==> src/rtl/led_mode_ctrl.sv <==
// led_mode_ctrl: synchronises and debounces the push switch, counts releases and
// steps the LED display mode (ALL -> SLOW -> FAST -> OFF), driving a per-LED enable mask.
// Optional feature macro: LED_MODE_LONGPRESS_EN - a release after a hold of
// g_LONG_COUNT debounced cycles returns the mode to ALL instead of advancing it.
module led_mode_ctrl #(
    parameter int unsigned g_DEBOUNCE_LIMIT = 250000,
    parameter int unsigned g_LONG_COUNT     = 25000000
) (
    input  logic       i_Clk,
    input  logic       i_Rst_L,
    input  logic       i_Switch_1,
    output logic [3:0] o_LED_En,
    output logic [1:0] o_Mode,
    output logic       o_Mode_Chg
);

    localparam int unsigned CNT_W = 32;
    localparam int unsigned LED_W = 4;

    localparam logic [CNT_W-1:0] DEB_LAST = CNT_W'(g_DEBOUNCE_LIMIT - 1);

    localparam logic [LED_W-1:0] MASK_ALL  = 4'b1111;
    localparam logic [LED_W-1:0] MASK_SLOW = 4'b1100;
    localparam logic [LED_W-1:0] MASK_FAST = 4'b0011;
    localparam logic [LED_W-1:0] MASK_OFF  = 4'b0000;

    typedef enum logic [1:0] {
        MODE_ALL  = 2'd0,
        MODE_SLOW = 2'd1,
        MODE_FAST = 2'd2,
        MODE_OFF  = 2'd3
    } mode_t;

    logic             r_sync_meta;
    logic             r_sync;
    logic             r_deb;
    logic             r_deb_d;
    logic [CNT_W-1:0] r_deb_cnt;

    mode_t            r_mode;
    mode_t            mode_nxt_c;
    logic [LED_W-1:0] en_nxt_c;
    logic             chg_nxt_c;

    logic             release_c;
    logic             long_c;

    // Two-flop synchroniser, debounce counter and debounced-level history
    always_ff @(posedge i_Clk) begin
        if (!i_Rst_L) begin
            r_sync_meta <= 1'b0;
            r_sync      <= 1'b0;
            r_deb       <= 1'b0;
            r_deb_d     <= 1'b0;
            r_deb_cnt   <= '0;
        end else begin
            r_sync_meta <= i_Switch_1;
            r_sync      <= r_sync_meta;
            r_deb_d     <= r_deb;
            if (r_sync == r_deb) begin
                r_deb_cnt <= '0;
            end else if (r_deb_cnt == DEB_LAST) begin
                r_deb     <= r_sync;
                r_deb_cnt <= '0;
            end else begin
                r_deb_cnt <= r_deb_cnt + CNT_W'(1);
            end
        end
    end

    // A press is registered on the debounced release edge
    assign release_c = r_deb_d & ~r_deb;

`ifdef LED_MODE_LONGPRESS_EN
    localparam logic [CNT_W-1:0] HOLD_MAX = CNT_W'(g_LONG_COUNT);

    logic [CNT_W-1:0] r_hold_cnt;

    // Saturating hold timer; still holds the press length in the release cycle
    always_ff @(posedge i_Clk) begin
        if (!i_Rst_L) begin
            r_hold_cnt <= '0;
        end else if (!r_deb) begin
            r_hold_cnt <= '0;
        end else if (r_hold_cnt < HOLD_MAX) begin
            r_hold_cnt <= r_hold_cnt + CNT_W'(1);
        end
    end

    assign long_c = (r_hold_cnt == HOLD_MAX);
`else
    // Long-press threshold has no effect in this build; fold it into a sink
    logic unused_long_cfg;
    assign unused_long_cfg = ^CNT_W'(g_LONG_COUNT);
    assign long_c          = 1'b0;
`endif

    // Mode state register with its registered mask and change pulse
    always_ff @(posedge i_Clk) begin
        if (!i_Rst_L) begin
            r_mode     <= MODE_ALL;
            o_LED_En   <= MASK_ALL;
            o_Mode_Chg <= 1'b0;
        end else begin
            r_mode     <= mode_nxt_c;
            o_LED_En   <= en_nxt_c;
            o_Mode_Chg <= chg_nxt_c;
        end
    end

    // Next mode on release, mask decoded from the next mode so both update together
    always_comb begin
        mode_nxt_c = r_mode;
        chg_nxt_c  = 1'b0;
        en_nxt_c   = MASK_ALL;

        if (release_c) begin
            chg_nxt_c = 1'b1;
            if (long_c) begin
                mode_nxt_c = MODE_ALL;
            end else begin
                case (r_mode)
                    MODE_ALL:  mode_nxt_c = MODE_SLOW;
                    MODE_SLOW: mode_nxt_c = MODE_FAST;
                    MODE_FAST: mode_nxt_c = MODE_OFF;
                    default:   mode_nxt_c = MODE_ALL;
                endcase
            end
        end

        case (mode_nxt_c)
            MODE_ALL:  en_nxt_c = MASK_ALL;
            MODE_SLOW: en_nxt_c = MASK_SLOW;
            MODE_FAST: en_nxt_c = MASK_FAST;
            default:   en_nxt_c = MASK_OFF;
        endcase
    end

    assign o_Mode = r_mode;

endmodule
==> config.mk <==
export PLATFORM = sky130hd
export DESIGN_NAME = led_mode_ctrl
export DESIGN_NICKNAME = d
export VERILOG_FILES = /design/src/rtl/led_mode_ctrl.sv
export SDC_FILE = /design/constraint.sdc
export NUM_CORES = 1
export LEC_CHECK = 0
export CORE_ASPECT_RATIO = 0.6
export CORE_MARGIN = 2
export CORE_UTILIZATION = 35
export DETAILED_ROUTE_END_ITERATION = 12
export HOLD_SLACK_MARGIN = 0.06
export PLACE_DENSITY = 0.6
export SETUP_SLACK_MARGIN = 0.3
export SYNTH_ARGS = -nofsm -noshare
export SYNTH_HDL_FRONTEND = slang
export SYNTH_SLANG_ARGS = --single-unit
==> constraint.sdc <==
create_clock -name i_Clk -period 4.7 [get_ports i_Clk]
set_input_delay 0.94 -clock i_Clk [delete_from_list [all_inputs] [get_ports i_Clk]]
set_output_delay 0.94 -clock i_Clk [all_outputs]
set_load 0.01 [all_outputs]
==> flow_summary.ini <==
[run_status]
status = complete, no violations

[floorplanning]
die_area_um2 = 6176
die_w_um = 100.1
core_area_um2 = 5205
initial_utilization_pct = 37.28
placementRows = 20
boundaryPins = 10
die_h_um = 61.68

[timing]
fmax_mhz = 391.1
tightest_slew_ns = 1.186
rsz0062_at_grt = no
fin_setup_tns_ns = 0
hold_viol = 0
finalSetupViolCount = 0
drv_slew = 0
period_minus_slack_ns = 2.557
finalCritPeriodShare_pct = 54.41
setup_slack_ns = 2.143
finalClockSkew_ns = 0.01306
maxSlewHeadroom_pct = 20.73

[global_route]
grt_pass1_wl_um = 6989
grt_remaining_overflow = 0
antenna_found_initial = 0
grtUsageTotal_pct = 14.92
grt_pass1_vias = 1314
grt_max_degree = 33

[routing]
drtIter0Drc = 118
ant_nets = 0
routedWlPerCell_um = 14.37
drc = 0
dr.pass1.iters = 4
wl_um = 4096
vias = 1610
avgViaCountPerCell = 5.649

[cells_and_area]
seq_area_um2 = 820.8
syn_to_final_growth_pct = 10.64
fin_nets = 224
drive_above_1_share_pct = 6.849
multiInputGateArea_um2 = 1026
final_core_util_pct = 41.25
diodes = 0
n_fill_cell = 521

[cts]
htreeDepth = 2
cts_tree = done
post-cts-setup-buffers = 0
cts.repair.resized = 0
clock-sinks = 41
clkTransAtPathRegs_ns = 0.08
ctsHoldBuffers = 0
cts_made_buffers = 5
clk_latency_ns = 0.30
clockRootBuffer = clkbuf_8
cts_buffer_depth = 2

[place]
io_buffers = 9
place_ws_ns = 1.788
gp_congestion = 0.7989
dpl.hpwl_um = 2895

[synthesis]
postSynth.asyncResetShare_pct = 0
synth_cell_types = 33
yosysTopAreaCell = dfxtp_1
ys_seq_area_share_pct = 42.30
synth.most_common_cell = dfxtp_1
synth_nets = 222
yosysTopAreaCellShare_pct = 42.30
synth_commonest_cells = dfxtp_1 (41), nor3_1 (18), a211oi_1 (16), nand2_1 (12)
syn_avg_cell_area_um2 = 8.984
ys_ff_latch = 41
synthCells = 216
synthesis.area_um2 = 1941
synth-main-ff-cell = dfxtp_1
synth_edf_count = 0
ys_top_cells_by_area = dfxtp_1 (42%), a211oi_1 (6.2%), nor3_1 (4.6%)
ys.warnings.count = 0

[setup_path]
crit_path_start_kind = input pin
path_max_fanout = 32
path_cells = clkdlybuf4s50_1, nand2_1, a211oi_1
crit_arrival_ns = 2.75
required_ns = 4.90
end_kind = flop
critical_path_class = in2reg
crit_slowest_cell = nand2_1
crit_path_max_incr_delay_ns = 0.73

[job]
maxCapViolations = 0

[pwr]
power.leakage_nw = 0.6244
power.density_nw_per_um2 = 271.1
irDropWorstVdd_uv = 159.4

[worst_hold_path]
min_path_type = reg2reg
-- layout by cell type (no fill, tap or decap), types with 5 or more instances in the layout --
master           synthesis  final
a211oi_1                16     16
and4_1                   6      6
clkbuf_8                 0      5
clkdlybuf4s50_1          0      9
dfxtp_1                 41     41
inv_1                    7      7
nand2_1                 12     12
nand3_1                 11     11
nand4_1                 11     11
nor3_1                  18     17
nor4_1                   5      5
o21ai_0                  8      8
o31ai_1                  7      7
or3_1                    8      8
or4_1                   10     10
xnor2_1                  6      6
xor2_1                   9      9
-- stage by stage --
stage                     area (µm²)  hold WS (ns)  cells  total power, mW
after global routing            2147        0.4663    285           0.6027
after global placement          2061        0.4422    277           0.3630
after floorplan                 1941        0.4118    216           0.3597
final                           2147        0.4488    285           0.5820
after CTS                       2147        0.4558    285           0.5892
after detailed placement        2061        0.4363    277           0.3631
-- cell type report --
type	instances	share of cell area, %
timing repair buffer	11	4.895
tap	66	3.846
inverter	7	1.224
sequential	41	38.23
clock inverter	3	0.8159
multi-input combinational	152	47.79
clock buffer	5	3.205
-- per-layer routing --
| layer | global-route usage [%] | up-vias | share of wire, % |
|---|---|---|---|
| met4 | 3.523 | 0 | 0.61 |
| li1 | - | 825 | - |
| met1 | 24.34 | 753 | 59 |
| met3 | 5.221 | 5 | 5.0 |
| met5 | 0 | - | 0 |
| met2 | 17.45 | 27 | 35 |
-- kinds of logic (layout without fill, tap and decap cells) --
group	Yosys count	in the layout	share of synthesized area, %
AND/OR/NAND/NOR	99	99	31.21
adder cells (fa/ha/maj)	3	3	1.934
buffers and inverters	23	26	5.094
XOR/XNOR	15	15	6.770
AO/OA/AOI/OAI	34	34	12.19
flip-flops	41	41	42.30
multiplexers	1	1	0.5158
-- worst paths after layout --
check | start | end | slack, ns | depth (start not counted)
setup / recovery | i_Rst_L | r_deb_cnt[19] | 2.14 | 3
hold / removal | r_sync_meta | r_sync | 0.45 | 1
hold reg to reg | r_sync_meta | r_sync | 0.45 | 1
setup reg to reg | r_deb_cnt[0] | r_deb_cnt[26] | 2.44 | 5
-- state kept, by name (all words and copies together), names as in the netlist --
register and cells:
r_deb_cnt 32, o_LED_En 2, o_Mode 2, o_Mode_Chg 1, r_deb 1, r_deb_d 1, r_sync 1, r_sync_meta 1
-- power breakdown --
group          total (mW)  internal [mW]  switching [mW]
Sequential          0.349          0.348        0.000551
Combinational     0.00614        0.00239         0.00375
Clock               0.227          0.103           0.125
-- worst max-delay path, delay by kind of cell --
family                 cells  cell delay, ns
AOI/OAI and AO/OA          1            0.46
and+or+nand+nor            1            0.73
buffers and inverters      1            0.61
(Power assumes the default switching activity.)
